===== config.mk =====
export PLATFORM = sky130hd
export DESIGN_NAME = ddr_port_arbiter
export DESIGN_NICKNAME = d
export VERILOG_FILES = /design/src/rtl/ddr_port_arbiter_pkg.sv /design/src/rtl/ddr_port_arbiter_round_robin_picker.sv /design/src/rtl/ddr_port_arbiter.sv
export SDC_FILE = /design/constraint.sdc
export NUM_CORES = 1
export LEC_CHECK = 0
export ABC_AREA = 1
export BUFFER_PORTS_ARGS = -buffer_cell sky130_fd_sc_hd__buf_2
export CORE_AREA = 2 2 205 207
export DETAILED_ROUTE_END_ITERATION = 7
export DIE_AREA = 0 0 207 209
export GPL_ROUTABILITY_DRIVEN = 0
export GPL_TIMING_DRIVEN = 0
export PLACE_DENSITY = 0.45
export RECOVER_POWER = 50
export SYNTH_ARGS = -nofsm -noshare
export SYNTH_HDL_FRONTEND = slang
export SYNTH_SLANG_ARGS = --single-unit

===== constraint.sdc =====
create_clock -name clk_i -period 2.6 [get_ports clk_i]
set_input_delay 0.52 -clock clk_i [delete_from_list [all_inputs] [get_ports clk_i]]
set_output_delay 0.52 -clock clk_i [all_outputs]
set_load 0.01 [all_outputs]

===== src/rtl/ddr_port_arbiter_pkg.sv =====
// Shared types for the DDR user-port arbiter: FSM states and the client command bundle.
package ddr_port_arbiter_pkg;

  localparam int unsigned ADDR_W  = 27;
  localparam int unsigned DATA_W  = 64;
  localparam int unsigned MASK_W  = 8;
  localparam int unsigned RDATA_W = 64;

  typedef enum logic [1:0] {
    ST_IDLE,
    ST_OWNED,
    ST_TURNAROUND
  } arb_state_e;

  typedef struct packed {
    logic [ADDR_W-1:0] address;
    logic              write;
    logic              read;
    logic              push;
    logic              pull;
    logic              done;
    logic [DATA_W-1:0] write_data;
    logic [MASK_W-1:0] write_mask;
  } cl_cmd_t;

endpackage


===== src/rtl/ddr_port_arbiter_round_robin_picker.sv =====
// Combinational round-robin search: first set request at or after ptr_i, wrapping to bit 0.
module round_robin_picker #(
  parameter int unsigned N  = 2,
  parameter int unsigned PW = (N > 1) ? $clog2(N) : 1
) (
  input  logic [N-1:0]  req_i,
  input  logic [PW-1:0] ptr_i,
  output logic [N-1:0]  onehot_o,
  output logic          found_o
);

  // Two passes: upper segment [ptr..N-1] first, then the wrapped segment from bit 0.
  always_comb begin
    onehot_o = '0;
    found_o  = 1'b0;
    for (int unsigned j = 0; j < N; j++) begin
      if (!found_o && (j >= 32'(ptr_i)) && req_i[j]) begin
        onehot_o[j] = 1'b1;
        found_o     = 1'b1;
      end
    end
    for (int unsigned j = 0; j < N; j++) begin
      if (!found_o && req_i[j]) begin
        onehot_o[j] = 1'b1;
        found_o     = 1'b1;
      end
    end
  end

endmodule


===== src/rtl/ddr_port_arbiter.sv =====
// Shares one DDR user port between NUM_PORTS cache bridges; whole-transaction ownership, round-robin.
module ddr_port_arbiter
  import ddr_port_arbiter_pkg::*;
#(
  parameter int unsigned NUM_PORTS      = 2,
  parameter int unsigned TIMEOUT_CYCLES = 1024
) (
  input  logic                          clk_i,
  input  logic                          rst_n_i,
  input  logic [NUM_PORTS-1:0]          req_i,
  input  logic [NUM_PORTS-1:0]          release_i,
  output logic [NUM_PORTS-1:0]          hold_o,
  output logic [NUM_PORTS-1:0]          grant_o,
  input  logic [NUM_PORTS*ADDR_W-1:0]   cl_address_i,
  input  logic [NUM_PORTS-1:0]          cl_write_i,
  input  logic [NUM_PORTS-1:0]          cl_read_i,
  input  logic [NUM_PORTS-1:0]          cl_push_i,
  input  logic [NUM_PORTS-1:0]          cl_pull_i,
  input  logic [NUM_PORTS-1:0]          cl_done_i,
  input  logic [NUM_PORTS*DATA_W-1:0]   cl_write_data_i,
  input  logic [NUM_PORTS*MASK_W-1:0]   cl_write_mask_i,
  output logic [NUM_PORTS*RDATA_W-1:0]  cl_read_data_o,
  output logic [NUM_PORTS-1:0]          cl_read_valid_o,
  output logic [NUM_PORTS-1:0]          cl_ready_o,
  output logic [ADDR_W-1:0]             ddr_address_o,
  output logic                          ddr_write_o,
  output logic                          ddr_read_o,
  output logic                          ddr_push_o,
  output logic                          ddr_pull_o,
  output logic                          ddr_done_o,
  output logic [DATA_W-1:0]             ddr_write_data_o,
  output logic [MASK_W-1:0]             ddr_write_mask_o,
  input  logic [RDATA_W-1:0]            ddr_read_data_i,
  input  logic                          ddr_read_valid_i,
  input  logic                          ddr_ready_i,
  output logic                          timeout_o
);

  localparam int unsigned PW     = (NUM_PORTS > 1) ? $clog2(NUM_PORTS) : 1;
  localparam logic [31:0] TO_LIM = 32'(TIMEOUT_CYCLES);

  arb_state_e           state_q;
  logic [NUM_PORTS-1:0] grant_q;
  logic [NUM_PORTS-1:0] hold_q;
  logic [PW-1:0]        ptr_q;
  logic [PW-1:0]        ptr_d;
  logic [31:0]          cnt_q;
  logic                 timeout_q;

  logic [NUM_PORTS-1:0] pick;
  logic                 found;
  logic [PW-1:0]        owner_idx;
  logic                 owner_release;
  logic                 to_hit;
  cl_cmd_t              cmd [NUM_PORTS];
  cl_cmd_t              sel;

  round_robin_picker #(
    .N  (NUM_PORTS),
    .PW (PW)
  ) u_picker (
    .req_i    (req_i),
    .ptr_i    (ptr_q),
    .onehot_o (pick),
    .found_o  (found)
  );

  always_comb begin
    for (int unsigned p = 0; p < NUM_PORTS; p++) begin
      cmd[p] = '{address:    cl_address_i[p*ADDR_W +: ADDR_W],
                 write:      cl_write_i[p],
                 read:       cl_read_i[p],
                 push:       cl_push_i[p],
                 pull:       cl_pull_i[p],
                 done:       cl_done_i[p],
                 write_data: cl_write_data_i[p*DATA_W +: DATA_W],
                 write_mask: cl_write_mask_i[p*MASK_W +: MASK_W]};
    end
  end

  // grant_q is non-zero only in OWNED, so it alone gates every muxed path.
  always_comb begin
    sel             = '0;
    owner_idx       = '0;
    cl_read_data_o  = '0;
    cl_read_valid_o = '0;
    cl_ready_o      = '0;
    for (int unsigned p = 0; p < NUM_PORTS; p++) begin
      if (grant_q[p]) begin
        sel                                = cmd[p];
        owner_idx                          = PW'(p);
        cl_read_data_o[p*RDATA_W +: RDATA_W] = ddr_read_data_i;
        cl_read_valid_o[p]                 = ddr_read_valid_i;
        cl_ready_o[p]                      = ddr_ready_i;
      end
    end
  end

  assign ptr_d         = (owner_idx == PW'(NUM_PORTS - 1)) ? '0 : owner_idx + 1'b1;
  assign owner_release = |(release_i & grant_q);
  assign to_hit        = (TIMEOUT_CYCLES != 0) && (state_q == ST_OWNED) &&
                         ((cnt_q + 32'd1) >= TO_LIM);

  assign ddr_address_o    = sel.address;
  assign ddr_write_o      = sel.write;
  assign ddr_read_o       = sel.read;
  assign ddr_push_o       = sel.push;
  assign ddr_pull_o       = sel.pull;
  assign ddr_done_o       = sel.done;
  assign ddr_write_data_o = sel.write_data;
  assign ddr_write_mask_o = sel.write_mask;
  assign grant_o          = grant_q;
  assign hold_o           = hold_q;
  // The flag shows during the OWNED cycle that completes the budget, then sticks.
  assign timeout_o        = timeout_q | to_hit;

  always_ff @(posedge clk_i or negedge rst_n_i) begin
    if (!rst_n_i) begin
      state_q   <= ST_IDLE;
      grant_q   <= '0;
      hold_q    <= '1;
      ptr_q     <= '0;
      cnt_q     <= '0;
      timeout_q <= 1'b0;
    end else begin
      case (state_q)
        ST_IDLE: begin
          if (ddr_ready_i && found) begin
            grant_q <= pick;
            hold_q  <= ~pick;
            cnt_q   <= '0;
            state_q <= ST_OWNED;
          end
        end
        ST_OWNED: begin
          if (cnt_q < TO_LIM) begin
            cnt_q <= cnt_q + 32'd1;
          end
          if (to_hit) begin
            timeout_q <= 1'b1;
          end
          if (owner_release) begin
            ptr_q   <= ptr_d;
            grant_q <= '0;
            hold_q  <= '1;
            state_q <= ST_TURNAROUND;
          end
        end
        ST_TURNAROUND: state_q <= ST_IDLE;
        default:       state_q <= ST_IDLE;
      endcase
    end
  end

endmodule


==> results of run 1 <==
[power breakdown]
group	switching [W]	internal (W)	leakage, nW
Combinational	0.00417	0.00174	5.26
Sequential	0.000153	0.000725	0.535
Clock	0.000261	0.000451	0.0798
Total	0.00459	0.00292	5.87
[cells in the mapped netlist]
cell type  instances
dfrtp_1           38
buf_2              2
o21ai_0            8
o21bai_1           1
buf_4              2
nand3_1          127
clkbuf_1          43
nand4_1            6
nand2_2           11
nor2_8             1
a2111oi_0          1
a21oi_1           11
nand2_4            2
o21ai_1            5
nor3_1             4
buf_1              6
inv_2              1
xor2_1             1
o211ai_1           1
o22ai_1            2
clkinv_1           2
nand2_1          451
ha_1               1
inv_1            179
and2_1             2
nor2_1            70
nor2_4             7
clkinv_2           1
dfstp_2            2
nor4_1             2
a31oi_1            3
nor2_2            10
[area by class of cell]
type | instances | share of cell area (%)
inverters | 183 | 8.11
clock inverters | 3 | 0.497
multi-input cells | 727 | 36.9
flip-flops and latches | 40 | 11.8
well taps | 539 | 7.88
repair buffers | 527 | 30.5
clock buffers | 5 | 1.46
plain buffers | 51 | 2.76
diodes | 5 | 0.146
[per-stage QoR]
step,power (W),TNS [ps]
final,0.00750,-1790
after global routing,0.00809,-13740
after CTS,0.00759,-84.9
after detailed placement,0.00675,-72220
after global placement,0.00676,-73320
after floorplan,0.00365,0
[worst max-delay path: stages (launching register included)]
cell and delay, ps:
dfrtp_4 570, clkinvlp_2 370, clkbuf_8 300, clkbuf_2 200, nand3_1 130, nand2_1 80
buf_2 210
[timing repair]
action	CTS	global route
setup buffers	5	2
gates resized for setup	35	17
pin swaps	8	3
endpoints found under the setup margin	237	30
hold endpoints to repair	0	0
[logic make-up (layout without fill, tap and decap cells)]
logic type      Yosys count  in the layout
buf+inv                 236            769
flops                    40             40
compound gates           32             32
xor+xnor                  1              1
other cells               0              5
fa+ha+maj                 1              1
simple gates            693            693
[sequential cells by signal, indices dropped and copies added (netlist names)]
name       count
cnt_q         32
hold_o         2
grant_o        2
ptr_q          1
timeout_q      1
state_q        2
[routing by layer]
| layer | part of all wire (%) | vias up | global-route usage (%) |
|---|---|---|---|
| met5 | 0 | - | 0 |
| met4 | 4.8 | 0 | 7.61 |
| met3 | 13 | 66 | 9.38 |
| met2 | 42 | 392 | 25.8 |
| met1 | 41 | 3681 | 20.5 |
| li1 | - | 4055 | - |
[how the worst min path moves through the flow]
stage	cells after the start	to	slack (ps)
6_report	1	cnt_q[13]$_DFFE_PN0P_	420
5_1_grt	2	timeout_q$_DFFE_PN0P_	480
4_1_cts	1	state_q[0]$_DFFE_PN0P_	440
3_5_place_dp	2	timeout_q$_DFFE_PN0P_	440
3_3_place_gp	2	timeout_q$_DFFE_PN0P_	430
2_1_floorplan	0	cnt_q[0]$_DFFE_PN0P_	220
==> metrics.txt, run 1 <==
status finished with violations; Die X-Extent 207 um; Synth Area in Adders 0.249%; Hold Path Class in -> async; CTS tree built; Gate Count Post-Synth 1,003; IO Port Bufs 520; post-synthesis mux area share 0%; WHS 422 ps; crit path to ddr_write_data_o[57]; Compound-Gate Fraction of Synth Area 3.49%; Cell Area, Synth 5020 um^2; slack of the critical path -88.9 ps; Synth Area per Inst 5.01 um^2; GR Overflow Total 0; initial antenna violation count 9; vias in the first global route 7,985; FMAX 372 MHz; post-synthesis sequential area ratio 20.0%; clock slew at reported path FFs 60 ps; GR Util All Layers 17.4%; unrepaired setup endpoints after global routing true; nets 1,816; commonest non-fill, non-tap cell in the layout buf_2; synth top area cells nand2_1 34%, dfrtp_1 19%, inv_1 13%; Reg-to-Reg Start state_q[1]$_DFFE_PN0P_; fin util 20.7%; Final Cell Area 8560 um^2; clk root buf clkbuf_16; DR vias/cell 3.94; CP Launch Type flop; syn_nets 1,284; effective utilization at floorplan 12.2%; HPWL after DPL 35.6 mm; Worst Path Arrival 2170 ps; largest family of logic cells by synthesized area simple AND/OR/NAND/NOR gates; Routed WL 39.6 mm; via count 8,194; die span in y 209 um; worst reg2reg path depth 8; CP Class reg -> out; footprint of the multi-input gates 3160 um^2; DP Cell Count 2,062; VDD IR max 0.341 mV; CP Capture Type output pin; Placed Area 8300 um^2; first-pass GRT wire length 54.8 mm; Slew headroom 29.1%; Sequential Area 1010 um^2; final non-filler cell total 2,080; peak fanout along the critical path 11; Yosys cell types 32; Worst EP required 2080 ps; largest net degree at the start of global routing 41; layout cells sized above 1 36.5%; leakage 5.87 nW; simple logic cell fraction of the synthesized area 58.3%; flop-to-flop setup slack 330 ps; CTS Buf Count 5; clock sinks 40; cell accounting for the most synthesized area nand2_1; H-tree Lvls 2; DIE AREA 43,300 um^2; drt wl/cell 19.1 um; Longest Clk Path Bufs 2; Slew Limit Fails 0; post-route ant nets 0; TritonRoute pass-1 iters 5; critical path launch point grant_o[1]$_DFFE_PN0P_; failing checks negative setup slack; share of the synthesized area in the top cell type 33.7%; initial DRC count 438; CORE AREA 41,300 um^2; Least-Margin Pin Slew 1060 ps; cts hold-fix bufs 0; Yosys reg bits 40; most frequent cells in the layout 470 x buf_2, 450 x nand2_1, 179 x inv_1; fill cell count 4,965; Final Hold Fails 0; synth warn 0; pwr dens 876 nW/um^2; final clock skew 4.92 ps; detailed-route DRC error count 0; max-cap violations 0; Final min period 2690 ps; worst reg2reg path endpoint cnt_q[5]$_DFFE_PN0P_; post-placement worst setup slack -1130 ps; Ports 521; # setup viols final 62; clk_lat worst skew 280 ps; XOR/XNOR Fraction of Synth Area 0.174%; Final period util 103%; Rows 75; Area Growth Syn to Fin 70.4%
Note: power is estimated with default switching activity, not from simulation.
==> run 2, diff against run 1 <==
- BUFFER_PORTS_ARGS: -buffer_cell sky130_fd_sc_hd__buf_2 -> -buffer_cell sky130_fd_sc_hd__buf_4
- CELL_PAD_IN_SITES_DETAIL_PLACEMENT: unset -> 2
- CELL_PAD_IN_SITES_GLOBAL_PLACEMENT: unset -> 2
- CORE_AREA: 2 2 205 207 -> 2 2 204 206
- DIE_AREA: 0 0 207 209 -> 0 0 206 208
- PLACE_DENSITY: 0.45 -> 0.82
- TNS_END_PERCENT: unset -> 5
==> run 2 against run 1 <==
Against the previous run: the flow still finishes with violations (negative setup slack); design area is 18% higher; clock skew increased by 2.3 ps; critical path depth rose by 10; global-route usage up 2.0 points; register-to-register slack about the same; utilization rose by 4.2 points; sequential cell count unchanged; sequential power increased by 1%; largest cell class is now buffers; largest power group unchanged; highest routed layer unchanged.
==> metrics.txt, run 2 (synthesized netlist as in run 1, its figures left out) <==
max-cap violations 0; pwr dens 843 nW/um^2; vias in the first global route 9,419; DP Cell Count 2,055; FMAX 356 MHz; initial antenna violation count 2; final non-filler cell total 2,083; max reg flops 32; DR vias/cell 4.02; via count 8,379; HPWL after DPL 37.5 mm; slack of the critical path -205 ps; CP Launch Type flop; Worst EP required 2080 ps; most frequent cells in the layout 537 x buf_4, 441 x nand2_1, 179 x inv_1; VDD IR max 0.345 mV; Hold Path Class in -> async; CP Capture Type output pin; CTS tree built; slowest CP cell dfrtp_1; Worst Path Arrival 2290 ps; CP Class reg -> out; status finished with violations; CORE AREA 40,600 um^2; CTS Buf Count 5; clock sinks 40; Setup TNS Final -560 ps; GR Overflow Total 0; final clock skew 7.21 ps; Routed WL 42.8 mm; unrepaired setup endpoints after global routing true; post-route ant nets 0; Reg-to-Reg Start state_q[1]$_DFFE_PN0P_; Ports 521; Slew headroom 29.0%; peak fanout along the critical path 5; Rows 74; H-tree Lvls 2; clock slew at reported path FFs 60 ps; Least-Margin Pin Slew 1060 ps; detailed-route DRC error count 0; Longest Clk Path Bufs 2; CP top delay family simple AND/OR/NAND/NOR gates; Die X-Extent 206 um; GR Util All Layers 19.4%; largest net degree at the start of global routing 41; Slew Limit Fails 0; # setup viols final 15; layout cells sized above 1 40.4%; largest reg by FF count cnt_q; flop-to-flop setup slack 340 ps; effective utilization at floorplan 12.4%; IO Port Bufs 520; TritonRoute pass-1 iters 5; Area Growth Syn to Fin 101%; nets 1,829; Crit path top cell by count nand2_1; leakage 6.42 nW; clk_lat worst skew 290 ps; commonest non-fill, non-tap cell in the layout buf_4; clk root buf clkbuf_16; initial DRC count 281; Final period util 108%; CP Buf/Inv Count 4; Final Hold Fails 0; worst-path cell chain ha_4 > clkinv_4 > nor2_4 > nand2_4 > nor2_4 > buf_4 > buf_4 > nand2_1 > nand2_1 > nor2_1 > nand2_1 > nor2_2 > nand3_2 > nand2_2 > nand2_2 > buf_6; first-pass GRT wire length 61.6 mm; CP peak stage delay 420 ps; worst reg2reg path endpoint cnt_q[9]$_DFFE_PN0P_; DIE AREA 42,800 um^2; Final Power 0.00851 W; drt wl/cell 20.5 um; failing checks negative setup slack; cts hold-fix bufs 0; Final min period 2810 ps; fin util 24.9%; worst reg2reg path depth 8; die span in y 208 um
[run 2: cell types whose count changed in the layout (fill, tap and decap cells not counted), moves of 3 or more]
cell,previous run,this run
buf_4,6,537
clkbuf_2,28,11
nand2_2,11,19
buf_2,470,5
clkbuf_1,66,26
diode_2,5,2
nand2_1,450,441
[run 2: power by group]
part / internal [W] / switching (W) / total, W
Sequential: 0.000724 / 0.000163 / 0.000887
Clock: 0.000648 / 0.000275 / 0.000922
Combinational: 0.00260 / 0.00410 / 0.00670
[run 2: final cells by class]
type,count,area (um^2)
fillers,5074,30500
clock inverters,3,90.1
multi-input cells,727,3210
repair buffers,540,4060
clock buffers,5,125
inverters,183,694
well taps,532,666
flip-flops and latches,40,1010
diodes,2,5.00
plain buffers,51,240
[run 2: how the worst max path moves through the flow]
stage,start,end,cells after the start
after CTS,cnt_q[0]$_DFFE_PN0P_,timeout_o,15
after global routing,cnt_q[0]$_DFFE_PN0P_,timeout_o,15
final,cnt_q[0]$_DFFE_PN0P_,timeout_o,16
after global placement,grant_o[1]$_DFFE_PN0P_,ddr_address_o[17],6
after floorplan,cnt_q[1]$_DFFE_PN0P_,timeout_o,14
after detailed placement,grant_o[1]$_DFFE_PN0P_,ddr_address_o[17],6
[run 2: stage by stage]
stage	hold slack (ps)	setup slack [ps]	cell area, um^2
6_report	406	-205	10100
5_1_grt	494	-338	10100
2_1_floorplan	224	416	5020
3_5_place_dp	449	-811	9590
3_3_place_gp	437	-780	9590
4_1_cts	237	-159	10000
[run 2: per-layer routing]
| layer | part of all wire, % | track usage [%] |
|---|---|---|
| met5 | 0 | 0 |
| met1 | 41 | 23.0 |
| met3 | 7.5 | 5.87 |
| met4 | 2.0 | 3.94 |
| met2 | 50 | 34.1 |
[run 2: repair_timing]
| action | CTS | global route |
|---|---|---|
| setup buffers | 15 | 5 |
| setup endpoints to repair | 237 | 34 |
| gates resized for setup | 49 | 17 |
| pin swaps | 16 | 7 |
